File: config.mk
export PLATFORM = sky130hd
export DESIGN_NAME = alu_issue
export DESIGN_NICKNAME = d
export VERILOG_FILES = /design/src/rtl/alu_pkg.sv /design/src/rtl/alu_decode.sv /design/src/rtl/alu_issue.sv
export SDC_FILE = /design/constraint.sdc
export NUM_CORES = 1
export LEC_CHECK = 0
export CAP_MARGIN = 15
export CORE_ASPECT_RATIO = 1.5
export CORE_UTILIZATION = 56
export CTS_BUF_LIST = sky130_fd_sc_hd__clkbuf_8
export CTS_CLUSTER_SIZE = 20
export DETAILED_ROUTE_END_ITERATION = 16
export PLACE_DENSITY = 0.95
export SYNTH_ARGS = -nofsm -noshare
export SYNTH_HDL_FRONTEND = slang
export SYNTH_HIERARCHICAL = 1
export SYNTH_SLANG_ARGS = --single-unit
File: constraint.sdc
create_clock -name clk -period 3.7 [get_ports clk]
set_input_delay 0.37 -clock clk [delete_from_list [all_inputs] [get_ports clk]]
set_output_delay 0.37 -clock clk [all_outputs]
set_load 0.02 [all_outputs]
File: src/rtl/alu_pkg.sv
// Shared ALU definitions: control codes, opcode/funct7 constants and the issue entry payload.
package alu_pkg;

  localparam int unsigned XLEN = 32;
  localparam int unsigned REGW = 5;

  typedef enum logic [3:0] {
    ALU_AND  = 4'b0000,
    ALU_OR   = 4'b0001,
    ALU_ADD  = 4'b0010,
    ALU_SLTU = 4'b0011,
    ALU_SUB  = 4'b0110,
    ALU_SLT  = 4'b0111,
    ALU_XOR  = 4'b1000,
    ALU_SLL  = 4'b1001,
    ALU_SRL  = 4'b1010,
    ALU_SRA  = 4'b1011
  } alu_op_e;

  localparam logic [6:0] OPC_OP     = 7'b0110011;
  localparam logic [6:0] OPC_OP_IMM = 7'b0010011;
  localparam logic [6:0] F7_ZERO    = 7'b0000000;
  localparam logic [6:0] F7_ALT     = 7'b0100000;

  typedef struct packed {
    logic [XLEN-1:0] operand_a;
    logic [XLEN-1:0] operand_b;
    alu_op_e         alu_control;
    logic [REGW-1:0] rd;
    logic            illegal;
  } issue_entry_t;

endpackage

File: src/rtl/alu_decode.sv
// Combinational OP/OP-IMM decoder producing one issue entry from the instruction and RF data.
module alu_decode
  import alu_pkg::*;
(
  input  logic [XLEN-1:0] instr,
  input  logic [XLEN-1:0] rs1_data,
  input  logic [XLEN-1:0] rs2_data,
  output issue_entry_t    entry
);

  logic [6:0] opcode;
  logic [2:0] funct3;
  logic [6:0] funct7;
  logic       is_op;
  logic       is_imm;
  logic       legal;
  alu_op_e    op;
  logic       unused_rs1_idx;

  assign opcode = instr[6:0];
  assign funct3 = instr[14:12];
  assign funct7 = instr[31:25];
  assign is_op  = (opcode == OPC_OP);
  assign is_imm = (opcode == OPC_OP_IMM);
  // Register index fields are consumed by the register file upstream.
  assign unused_rs1_idx = ^instr[19:15];

  always_comb begin
    op    = ALU_ADD;
    legal = 1'b0;
    case (funct3)
      3'b000: begin
        op    = (is_op && funct7 == F7_ALT) ? ALU_SUB : ALU_ADD;
        legal = is_imm || funct7 == F7_ZERO || funct7 == F7_ALT;
      end
      3'b001: begin
        op    = ALU_SLL;
        legal = (funct7 == F7_ZERO);
      end
      3'b101: begin
        op    = (funct7 == F7_ALT) ? ALU_SRA : ALU_SRL;
        legal = (funct7 == F7_ZERO) || (funct7 == F7_ALT);
      end
      3'b010: begin op = ALU_SLT;  legal = is_imm || funct7 == F7_ZERO; end
      3'b011: begin op = ALU_SLTU; legal = is_imm || funct7 == F7_ZERO; end
      3'b100: begin op = ALU_XOR;  legal = is_imm || funct7 == F7_ZERO; end
      3'b110: begin op = ALU_OR;   legal = is_imm || funct7 == F7_ZERO; end
      default: begin op = ALU_AND; legal = is_imm || funct7 == F7_ZERO; end
    endcase
  end

  // Illegal entries still flow, as a zero-operand ADD flagged illegal.
  always_comb begin
    entry             = '0;
    entry.alu_control = ALU_ADD;
    entry.rd          = instr[11:7];
    entry.illegal     = 1'b1;
    if ((is_op || is_imm) && legal) begin
      entry.illegal     = 1'b0;
      entry.alu_control = op;
      entry.operand_a   = rs1_data;
      if (is_op) begin
        entry.operand_b = rs2_data;
      end else if (funct3 == 3'b001 || funct3 == 3'b101) begin
        entry.operand_b = {27'b0, instr[24:20]};
      end else begin
        entry.operand_b = {{20{instr[31]}}, instr[31:20]};
      end
    end
  end

endmodule

File: src/rtl/alu_issue.sv
// Issue stage: decodes one instruction per cycle into a two-entry skid buffer with registered outputs.
module alu_issue
  import alu_pkg::*;
(
  input  logic            clk,
  input  logic            rst_n,
  input  logic            flush,
  input  logic            in_valid,
  output logic            in_ready,
  input  logic [XLEN-1:0] instr,
  input  logic [XLEN-1:0] rs1_data,
  input  logic [XLEN-1:0] rs2_data,
  output logic            out_valid,
  input  logic            out_ready,
  output logic [XLEN-1:0] operand_a,
  output logic [XLEN-1:0] operand_b,
  output logic [3:0]      alu_control,
  output logic [REGW-1:0] rd,
  output logic            illegal
);

  typedef enum logic [1:0] {
    ST_EMPTY = 2'd0,
    ST_ONE   = 2'd1,
    ST_TWO   = 2'd2
  } buf_state_e;

  buf_state_e   state_q, state_d;
  issue_entry_t main_q, main_d;
  issue_entry_t skid_q, skid_d;
  logic         out_valid_q, out_valid_d;
  logic         in_ready_q, in_ready_d;
  issue_entry_t dec_entry;
  logic         accept;
  logic         deliver;

  alu_decode u_decode (
    .instr    (instr),
    .rs1_data (rs1_data),
    .rs2_data (rs2_data),
    .entry    (dec_entry)
  );

  assign accept  = in_valid && in_ready_q;
  assign deliver = out_valid_q && out_ready;

  always_ff @(posedge clk or negedge rst_n) begin
    if (!rst_n) begin
      state_q     <= ST_EMPTY;
      main_q      <= '0;
      skid_q      <= '0;
      out_valid_q <= 1'b0;
      in_ready_q  <= 1'b1;
    end else begin
      state_q     <= state_d;
      main_q      <= main_d;
      skid_q      <= skid_d;
      out_valid_q <= out_valid_d;
      in_ready_q  <= in_ready_d;
    end
  end

  // Flush overrides any accept; a coincident delivery is simply consumed.
  always_comb begin
    state_d = state_q;
    main_d  = main_q;
    skid_d  = skid_q;
    if (flush) begin
      state_d = ST_EMPTY;
    end else begin
      case (state_q)
        ST_EMPTY: begin
          if (accept) begin
            main_d  = dec_entry;
            state_d = ST_ONE;
          end
        end
        ST_ONE: begin
          if (accept && deliver) begin
            main_d = dec_entry;
          end else if (accept) begin
            skid_d  = dec_entry;
            state_d = ST_TWO;
          end else if (deliver) begin
            state_d = ST_EMPTY;
          end
        end
        ST_TWO: begin
          if (deliver) begin
            main_d  = skid_q;
            state_d = ST_ONE;
          end
        end
        default: state_d = ST_EMPTY;
      endcase
    end
    out_valid_d = (state_d != ST_EMPTY);
    in_ready_d  = (state_d != ST_TWO);
  end

  assign in_ready    = in_ready_q;
  assign out_valid   = out_valid_q;
  assign operand_a   = main_q.operand_a;
  assign operand_b   = main_q.operand_b;
  assign alu_control = main_q.alu_control;
  assign rd          = main_q.rd;
  assign illegal     = main_q.illegal;

endmodule

* Word level (Yosys, flattened, before mapping)
Index checks and enable logic that the tools add are counted.
Word-level totals: flip-flop bits (word level) 152, word-level logic and storage cells 66, bits of input ports 101
Cells by class: equal/unequal tests 15, mux-type cells 19, reduce and logical (&&, ||, !) cells 17, bitwise logic cells 2
Operators with widths (number):
- 74-bit 2-to-1 mux | 3
- 74-bit case mux with 3 select lines | 1
- 68-bit 2-to-1 mux | 1
- 32-bit 2-to-1 mux | 2
- 4-bit case mux with 7 select lines | 1
- 7-bit by 6-bit equality test with 1-bit output, second input constant | 2
- 2-bit 2-to-1 mux | 6
- 3-bit equality test, second input constant | 3
- 2-bit inequality test, second input constant | 4
- 7-bit by 5-bit equality test with 1-bit output, second input constant | 1
- 7-bit logical NOT | 1
- 3-bit by 2-bit equality test with 1-bit output, second input constant | 2
- 2-bit case mux with 3 select lines | 1
- 1-bit logical AND | 5
- 1-bit logical OR | 5
- 5-bit AND reduction | 1
- 4-bit AND reduction | 1
- 3-bit by 1-bit equality test with 1-bit output, second input constant | 1
- 3-bit logical NOT | 1
- 3-bit 2-to-1 mux | 1
- 1-bit case mux with 3 select lines | 1
- 3-bit nonzero test | 1
- 2-bit by 1-bit equality test with 1-bit output, second input constant | 1
- 2-bit equality test, second input constant | 1
- other kinds (4) | 6

* Logic depth before layout (Yosys ltp)
Gate-level depths: netlist (run 1).
depth after elaboration 8, depth in mapped cells 9

* Modules after synthesis
The synthesis (run 1) kept the hierarchy.
By module, submodules not included:
- alu_issue | cells each 417, area an instance 6636.4 µm², instances 1
- alu_decode | cells each 131, area an instance 842.1 µm², instances 1

* Least setup slack after synthesis (run 1)
OpenSTA, ideal clock, no wires.
path kind input-to-reg, start input instr[13], end register main_q, in the netlist operand_a[30], required time 3573 ps, setup slack 1545 ps, arrival 2028 ps, buffers on the path 2, setup time 127 ps, stages on the path 8, cell sequence nand2b_1 buf_6 nor3b_1 a2111oi_4 clkbuf_2 and2_1 mux2_2 mux2_1
RTL lines:
- start, declared | RTL line alu_issue.sv:10 | input logic [XLEN-1:0] instr,
- end signal, assigned | RTL line alu_issue.sv:56 | main_q <= main_d;
- end, declared | RTL line alu_issue.sv:29 | issue_entry_t main_q, main_d;

==> impl_metrics.toml, run 1 <==
[critical_path]
crit_family = "buffers and inverters"
crit_arrival_ns = 3.23
path_buf_inv = 4
crit_slowest_cell = "clkdlybuf4s50_1"
crit_path_end_kind = "flop"
startpoint_type = "primary input"
critical_path_peak_fanout = 33
cp_data_required_time_ns = 4.08
cpPeakStageDelay_ns = 0.54
path_cells = "clkdlybuf4s50_1 -> nand2b_1 -> nor3b_1 -> buf_4 -> a2111oi_4 -> buf_4 -> inv_2 -> nor4_1 -> mux2_2 -> mux2_2"
crit_type = "in -> reg"

[timing]
finalCritPeriodShare = 0.7719
timing.hold.ws_ns = -0.01438
drv_slew = 0
setup_viol_count_final = 0
fin_ws_ns = 0.8440
report.final.hold_viol_count = 4
worst_slew_pin_slew_ns = 1.059
fmax_ghz = 0.3501
rsz0062_at_grt = "no"
final.setup.tns_ns = 0
slew_headroom = 0.2938
finClkSkew_ns = 0.01241
final.min_clock_period_ns = 2.856

[yosys]
avgSynthCellArea_um2 = 13.65
synth.most_common_cell = "mux2_2"
syn-num-nets = 649
syn_inst = 548
yosysTopAreaCell = "dfrtp_1"
synth_ff_type = "dfrtp_1"
syn_area_um2 = 7478
yosysWarnings = 6
seq_area_frac_synth = 0.5088
synth_top_cell_area_share = 0.5053
async_flop_share = 1.000
synth_commonest_cells = "221 x mux2_2, 151 x dfrtp_1, 31 x and2_1, 21 x nand2_1, 21 x o21a_1"
netlist_top_cells_area = "dfrtp_1 51%, mux2_2 33%, and2_1 2.6%"
synth_edf_count = 0
synth.distinct_cells = 42
ys_seq_elements = 152

[clock_tree]
htreeDepth = 4
cts_buffer_depth = 2
clkTransAtPathRegs_ns = 0.09
postCtsSetupRepairBufs = 0
post_cts_resized = 0
root_buffer = "clkbuf_8"
clk_latency_ns = 0.44
cts_buffers = 17
cts_tree = "yes"
hold_buffers = 0
cts.sinks = 152

[power]
swShare = 0.2522
power.share.clock = 0.367
pwr-share-comb = 0.128
p_switching_mw = 0.8774
power.density_nw_per_um2 = 362.6
finalPower_mw = 3.479
internal-power_mw = 2.602
p_leak_nw = 4.455
seqPwrFrac = 0.504
vdd_drop_max_v = 0.0003206

[job]
drv_cap = 0

[grt]
antenna_found_initial = 1
first_global_vias = 5642
grt_max_degree = 99
gr-usage-all-layers = 0.2629
grt-ovfl-total = 0
grt_first_pass_wirelength_um = 27030

[placement]
hpwl_um = 11780
placed_area_um2 = 9188
gp_congestion = 0.8179
portBuffers = 171
placedCellCount = 849
post-place-ws_ns = 0.4189

[drt]
via_per_inst = 5.653
drtIter0Drc = 169
wl_um = 17260
num_vias = 4986
routedWlPerCell_um = 19.57
ant_nets = 0
drcViolationCount = 0
firstDrtPassIters = 4

[die]
core_um2 = 13020
die_y_um = 143.5
boundaryPins = 177
dieArea_um2 = 13830
num_rows = 51
die_x_um = 96.36
start_util = 0.5745

[layout]
layout-area-overhead-vs-synth_pct = 28.31
finalCoreUtilization = 0.7371
drive_gt1_frac = 0.3837
fin_area_um2 = 9595
seq_area_um2 = 3805
nNetsFinal = 810
fill_cells = 835
final_cells = 882
multi_input_area_um2 = 3377

[outcome]
run_status = "complete, but fails checks"
violations = "negative hold slack"

[hold_path]
hold_path.class = "in -> async"
cell type report:
cell class	instances	area share
Clock buffer	19	0.02725
Clock inverter	13	0.01500
Sequential cell	152	0.3965
Inverter	3	0.001174
Multi-Input combinational cell	353	0.3519
Tap cell	159	0.02073
Timing Repair Buffer	182	0.1871
Antenna cell	1	0.0002608
sequential cells by signal, summed over array words and instances, names as in the netlist:
register and flops:
alu_control 4, illegal 1, in_ready 1, operand_a 32, operand_b 32, out_valid 1, rd 5, skid_q 74
state_q 2
cells in the final DEF (no fill, tap or decap), types with 2 or more instances in the layout:
master | synthesis | routed
inv_6 | 0 | 3
a21oi_1 | 14 | 14
o21ai_0 | 2 | 2
a2111oi_4 | 1 | 2
mux2_2 | 221 | 221
buf_4 | 12 | 11
bufinv_16 | 0 | 2
and2_2 | 3 | 3
clkinvlp_4 | 0 | 3
clkbuf_8 | 0 | 19
nor3_1 | 2 | 2
nand3b_1 | 2 | 2
nor2_1 | 3 | 3
clkinv_4 | 0 | 3
dfrtp_1 | 151 | 151
nand2b_1 | 2 | 2
inv_1 | 2 | 3
and2_1 | 31 | 31
nand2_1 | 21 | 20
clkdlybuf4s50_1 | 0 | 170
nand3_1 | 10 | 10
o21a_1 | 21 | 21
power by group through the flow:
stage | Sequential [mW] | Clock, mW | Combinational, mW
final | 1.76 | 1.28 | 0.445
after global routing | 1.76 | 1.37 | 0.477
after CTS | 1.75 | 1.31 | 0.450
after detailed placement | 1.79 | 0 | 0.447
after global placement | 1.78 | 0 | 0.432
after floorplan | 1.81 | 0 | 0.203
routing by layer:
| layer | routed length [um] | share of wire | track usage |
|---|---|---|---|
| met5 | 0 | 0 | 0 |
| met4 | 657 | 0.038 | 0.1362 |
| met3 | 874 | 0.051 | 0.07143 |
| met2 | 9506 | 0.55 | 0.4756 |
| met1 | 6224 | 0.36 | 0.2706 |
worst reg2reg max path: cells and delay by family (launching register included):
| kind | cells | cell delay [ns] |
|---|---|---|
| AND/OR/NAND/NOR | 1 | 0.27 |
| multiplexers | 1 | 0.46 |
| buffers and inverters | 1 | 0.70 |
| AO/OA/AOI/OAI | 1 | 0.30 |
| flip-flops | 1 | 0.47 |
logic make-up (layout without fill, tap and decap cells):
kind of cell	Yosys count	count (layout)	synth area share
other	0	1	0
multiplexers	222	222	0.3343
XOR/XNOR	1	1	0.001171
flip-flops	152	152	0.5088
buffers and inverters	43	217	0.04500
AND/OR/NAND/NOR	86	86	0.06826
AO/OA/AOI/OAI	44	44	0.04250
worst paths after layout:
| check | end | slack (ns) | depth (start not counted) | startpoint |
|---|---|---|---|---|
| setup / recovery | alu_control[2]$_DFFE_PN0P_ | 0.84 | 10 | instr[13] |
| hold / removal | operand_b[12]$_DFFE_PN0P_ | -0.01 | 1 | rst_n |
| setup reg to reg | operand_b[1]$_DFFE_PN0P_ | 1.40 | 4 | state_q[0]$_DFF_PN0_ |
| hold reg to reg | skid_q[41]$_DFFE_PN0P_ | 0.50 | 1 | skid_q[41]$_DFFE_PN0P_ |
| max in group asynchronous | skid_q[72]$_DFFE_PN0P_ | 2.78 | 2 | rst_n |
| min in group clk | skid_q[41]$_DFFE_PN0P_ | 0.50 | 1 | skid_q[41]$_DFFE_PN0P_ |
Power figures use the tool's default switching activity.
==> run 2, diff against run 1 <==
--- a/config.mk
+++ b/config.mk
@@ -7,11 +7,11 @@
 export LEC_CHECK = 0
 export CAP_MARGIN = 15
 export CORE_ASPECT_RATIO = 1.5
-export CORE_UTILIZATION = 56
+export CORE_UTILIZATION = 52
 export CTS_BUF_LIST = sky130_fd_sc_hd__clkbuf_8
 export CTS_CLUSTER_SIZE = 20
 export DETAILED_ROUTE_END_ITERATION = 16
-export PLACE_DENSITY = 0.95
+export PLACE_DENSITY = 0.94
 export SYNTH_ARGS = -nofsm -noshare
 export SYNTH_HDL_FRONTEND = slang
 export SYNTH_HIERARCHICAL = 1
==> constraint.sdc (replaced) <==
create_clock -name clk -period 2.8 [get_ports clk]
set_input_delay 0.28 -clock clk [delete_from_list [all_inputs] [get_ports clk]]
set_output_delay 0.28 -clock clk [all_outputs]
set_load 0.02 [all_outputs]
==> run 2 against run 1 <==
  * The run now ends clean
  * First-iteration DRC count shrank 12%
  * Final cell count grew 5.0%
  * Wire length grew 0.84%
  * Non-clock buffer count grew 12
  * Via count grew 2.4%
  * Core utilization shrank 3.9 points
  * Clock skew shrank 0.0017 ns
  * Register-to-register slack lost 0.83 ns
  * Total power grew 38%
  * Flip-flop and latch count is the same
  * Critical endpoint is now operand_a[15]$_DFFE_PN0P_
  * Largest power group unchanged
  * Highest routed layer unchanged
==> impl_metrics.toml, run 2 (synthesized netlist as in run 1, its figures left out) <==
[critical_path]
crit_path_frequent_cell = "mux2_2"
rr_worst_depth = 4
startpoint_type = "primary input"
critical_path_peak_fanout = 32
cp_data_required_time_ns = 3.11
crit_path_end_kind = "flop"
cpPeakStageDelay_ns = 0.60
crit_type = "in -> reg"
path_cells = "clkdlybuf4s50_1 -> or2b_1 -> a21oi_1 -> a2111oi_4 -> buf_4 -> and2_1 -> mux2_2 -> mux2_2"
crit_start = "instr[14]"
rr_startpoint = "state_q[1]$_DFF_PN0_"
crit_cells = 8
crit_slowest_cell = "clkdlybuf4s50_1"
path_buf_inv = 2
crit_family = "buffers and inverters"
crit_arrival_ns = 2.76

[timing]
timing.hold.ws_ns = 0.3486
fmax_ghz = 0.4091
worst_slew_pin_slew_ns = 0.7566
rsz0062_at_grt = "no"
final.min_clock_period_ns = 2.444
setup_viol_count_final = 0
final.setup.tns_ns = 0
slew_headroom = 0.4956
drv_slew = 0
finClkSkew_ns = 0.01073
finalCritPeriodShare = 0.8730
report.final.hold_viol_count = 0
fin_ws_ns = 0.3556

[clock_tree]
cts_tree = "yes"
post_cts_resized = 0
cts.sinks = 152
postCtsSetupRepairBufs = 0
cts_buffers = 17
clk_latency_ns = 0.44
cts_buffer_depth = 2
root_buffer = "clkbuf_8"
htreeDepth = 4
clkTransAtPathRegs_ns = 0.09

[power]
finalPower_mw = 4.813
vdd_drop_max_v = 0.0003377
p_leak_nw = 4.552
power.density_nw_per_um2 = 490.5

[layout]
layout_common_cells = "221 x mux2_2, 170 x clkdlybuf4s50_1, 151 x dfrtp_1"
final_common_cell = "mux2_2"
drive_gt1_frac = 0.3896
diodes = 0
multi_input_area_um2 = 3377
finalCoreUtilization = 0.6980
fill_cells = 976
seq_area_um2 = 3805
layout-area-overhead-vs-synth_pct = 31.22
top_register = "skid_q"
nNetsFinal = 822
final_cells = 926
fin_area_um2 = 9813
largest_reg_flops = 74

[drt]
drcViolationCount = 0
wl_um = 17410
drtIter0Drc = 149
via_per_inst = 5.513
firstDrtPassIters = 4
routedWlPerCell_um = 18.80
num_vias = 5105
ant_nets = 0

[grt]
gr-usage-all-layers = 0.2456
first_global_vias = 5763
grt-ovfl-total = 0
antenna_found_initial = 0
grt_first_pass_wirelength_um = 28190
grt_max_degree = 77

[die]
core_um2 = 14060
start_util = 0.5320
die_y_um = 148.9
dieArea_um2 = 14870
boundaryPins = 177
num_rows = 53
die_x_um = 99.92

[hold_path]
hold_path.class = "in -> async"

[placement]
placed_area_um2 = 9349
hpwl_um = 12430
gp_congestion = 0.8311
placedCellCount = 893
post-place-ws_ns = -0.07490
portBuffers = 171

[job]
drv_cap = 0

[outcome]
run_status = "finished, final reports clean"
run 2: cell types whose count changed in the layout (fill, tap and decap cells not counted):
cell,previous run,this run
buf_4,11,19
buf_12,0,3
bufinv_16,2,5
clkinv_4,3,1
inv_1,3,5
inv_6,3,1
clkbuf_8,19,18
diode_2,1,0
dlygate4sd3_1,0,1
run 2: final timing paths:
path	to	slack, ns
min reg2reg	skid_q[9]$_DFFE_PN0P_	0.51
max	operand_a[15]$_DFFE_PN0P_	0.36
max in group asynchronous	operand_a[18]$_DFFE_PN0P_	1.64
max reg2reg	operand_a[15]$_DFFE_PN0P_	0.57
min	skid_q[58]$_DFFE_PN0P_	0.35
min in group clk	skid_q[4]$_DFFE_PN0P_	0.49
run 2: power breakdown:
group | switching [mW] | internal (mW) | leakage (nW)
clock network | 0.810 | 1.08 | 0.229
logic | 0.276 | 0.332 | 2.25
registers | 0.0461 | 2.27 | 2.08
total | 1.13 | 3.68 | 4.55
run 2: cell type report:
class	instances	area share
sequential	152	0.3877
multi-input combinational	353	0.3441
timing repair buffer	194	0.1962
clock buffer	18	0.02525
tap	192	0.02448
clock inverter	14	0.02104
inverter	3	0.001148
run 2: metal layers:
| layer | vias up | wire (um) | global-route usage |
|---|---|---|---|
| met3 | 47 | 651 | 0.05014 |
| met5 | - | 0 | 0 |
| met1 | 2599 | 6325 | 0.2483 |
| met4 | 0 | 633 | 0.1147 |
| li1 | 2305 | - | - |
| met2 | 154 | 9797 | 0.4721 |
run 2: timing repair:
| item | in CTS | in global routing |
|---|---|---|
| hold endpoints to repair | 52 | 0 |
| hold buffers | 1 | 0 |
| endpoints found under the setup margin | 0 | 0 |
==> run 3, diff against run 2 <==
--- a/config.mk
+++ b/config.mk
@@ -6,8 +6,11 @@
 export NUM_CORES = 1
 export LEC_CHECK = 0
 export CAP_MARGIN = 15
+export CELL_PAD_IN_SITES_DETAIL_PLACEMENT = 1
+export CELL_PAD_IN_SITES_GLOBAL_PLACEMENT = 2
 export CORE_ASPECT_RATIO = 1.5
-export CORE_UTILIZATION = 52
+export CORE_MARGIN = 3
+export CORE_UTILIZATION = 35
 export CTS_BUF_LIST = sky130_fd_sc_hd__clkbuf_8
 export CTS_CLUSTER_SIZE = 20
 export DETAILED_ROUTE_END_ITERATION = 16
==> run 3 against run 2 <==
  * Final cell count grew 7.5%
  * Via count down 2.1%
  * Critical path depth unchanged
  * First-iteration DRC count increased by 12%
  * Setup slack better by 0.16 ns
  * Flip-flop and latch count unchanged
==> impl_metrics.toml, run 3 (synthesized netlist as in run 1, its figures left out) <==
[drt]
num_vias = 4997
drcViolationCount = 0
drtIter0Drc = 167
routedWlPerCell_um = 18.99
firstDrtPassIters = 4
via_per_inst = 5.022
wl_um = 18890
ant_nets = 0

[critical_path]
rr_worst_depth = 4
crit_path_frequent_cell = "mux2_2"
crit_start = "instr[3]"
r2r_end = "rd[3]$_DFFE_PN0P_"
startpoint_type = "primary input"
crit_path_end_kind = "flop"
crit_cells = 8
path_cells = "clkdlybuf4s50_1 -> nor4b_2 -> nand3_1 -> a2111oi_4 -> buf_12 -> nand2_1 -> mux2_2 -> mux2_2"
worstSetupEndpoint = "alu_control[1]$_DFFE_PN0P_"
ff2ff_setup_slack_ns = 0.75
path_buf_inv = 2
critical_path_peak_fanout = 33
crit_family = "simple AND/OR/NAND/NOR gates"
cp_data_required_time_ns = 3.14
crit_arrival_ns = 2.62
crit_type = "in -> reg"
rr_startpoint = "state_q[0]$_DFF_PN0_"
cpPeakStageDelay_ns = 0.44
crit_slowest_cell = "nor4b_2"

[clock_tree]
cts_buffers = 17
clk_latency_ns = 0.44
postCtsSetupRepairBufs = 0
root_buffer = "clkbuf_8"
hold_buffers = 1
cts.sinks = 152
post_cts_resized = 0
clkTransAtPathRegs_ns = 0.09
cts_buffer_depth = 2
htreeDepth = 4
cts_tree = "yes"

[timing]
rsz0062_at_grt = "no"
final.setup.tns_ns = 0
fmax_ghz = 0.4380
drv_slew = 0
slew_headroom = 0.5509
setup_viol_count_final = 0
finalCritPeriodShare = 0.8153
finClkSkew_ns = 0.009190
worst_slew_pin_slew_ns = 0.6737
report.final.hold_viol_count = 0
final.min_clock_period_ns = 2.283

[layout]
top_register = "skid_q"
final_common_cell = "mux2_2"
fill_cells = 2127
nNetsFinal = 818
largest_reg_flops = 74
drive_gt1_frac = 0.3877
layout_common_cells = "221 x mux2_2, 170 x clkdlybuf4s50_1, 151 x dfrtp_1"
layout-area-overhead-vs-synth_pct = 33.03
finalCoreUtilization = 0.4815

[placement]
gp_congestion = 0.8033
portBuffers = 171
hpwl_um = 13640

[die]
boundaryPins = 177
die_x_um = 125.4
dieArea_um2 = 23190
start_util = 0.3620
die_y_um = 185.0
num_rows = 64
core_um2 = 20660

[grt]
grt_max_degree = 70
grt-ovfl-total = 0
gr-usage-all-layers = 0.1666
grt_first_pass_wirelength_um = 30750
antenna_found_initial = 1
first_global_vias = 5899

[power]
p_leak_nw = 4.559
finalPower_mw = 5.007
vdd_drop_max_v = 0.0003173
power.density_nw_per_um2 = 503.3

[job]
drv_cap = 0

[outcome]
run_status = "finished, final reports clean"

[hold_path]
hold_path.class = "in -> async"
==> run 3: changes by cell type in the layout (fill, tap and decap cells not counted) <==
cell       previous run  this run
inv_1                 5         4
buf_12                3         5
diode_2               0         1
buf_4                19        13
bufinv_16             5         7
inv_6                 1         0
==> run 3: report_power, final <==
group	total [mW]	internal, mW	switching [mW]	leakage [nW]
sequential	2.32	2.27	0.0494	2.08
clock	2.08	1.26	0.821	0.247
combinational	0.608	0.331	0.277	2.23
==> run 3: layout make-up <==
cell class,instances,area (um^2),share of cell area
flip-flops and latches,152,3805,0.3825
multi-input cells,353,3377,0.3395
repair buffers,190,1921,0.1931
well taps,264,330.3,0.03320
clock inverters,14,254.0,0.02553
clock buffers,18,247.7,0.02490
inverters,3,11.26,0.001132
diodes,1,2.502,0.0002515
==> run 3: stage by stage <==
| step | setup WS [ns] | hold WS [ns] | cell area (um^2) | std cells |
|---|---|---|---|---|
| global placement | 0.1651 | 0.3229 | 9434 | 961 |
| floorplan | 0.7347 | -0.01559 | 7478 | 548 |
| finish | 0.5170 | 0.3917 | 9948 | 995 |
| detailed placement | 0.06487 | 0.3420 | 9434 | 961 |
| CTS | 0.5628 | 0.4034 | 9946 | 994 |
| global route | 0.4216 | 0.4530 | 9948 | 995 |
==> run 3: worst min-delay path by stage <==
stage | start | to | depth (start not counted)
2_1_floorplan | rst_n | alu_control[0]$_DFFE_PN0P_ | 0
3_3_place_gp | rst_n | operand_a[2]$_DFFE_PN0P_ | 1
3_5_place_dp | rst_n | operand_a[2]$_DFFE_PN0P_ | 1
4_1_cts | rst_n | operand_a[9]$_DFFE_PN0P_ | 2
5_1_grt | rst_n | skid_q[38]$_DFFE_PN0P_ | 2
6_report | rst_n | skid_q[38]$_DFFE_PN0P_ | 2
==> run 3: per-layer routing <==
layer / vias to the layer above / global-route usage / routed length, um
li1: 2290 / - / -
met1: 2549 / 0.1745 / 7065
met2: 133 / 0.3185 / 10550
met3: 25 / 0.03953 / 853
met4: 0 / 0.06771 / 426
met5: - / 0 / 0
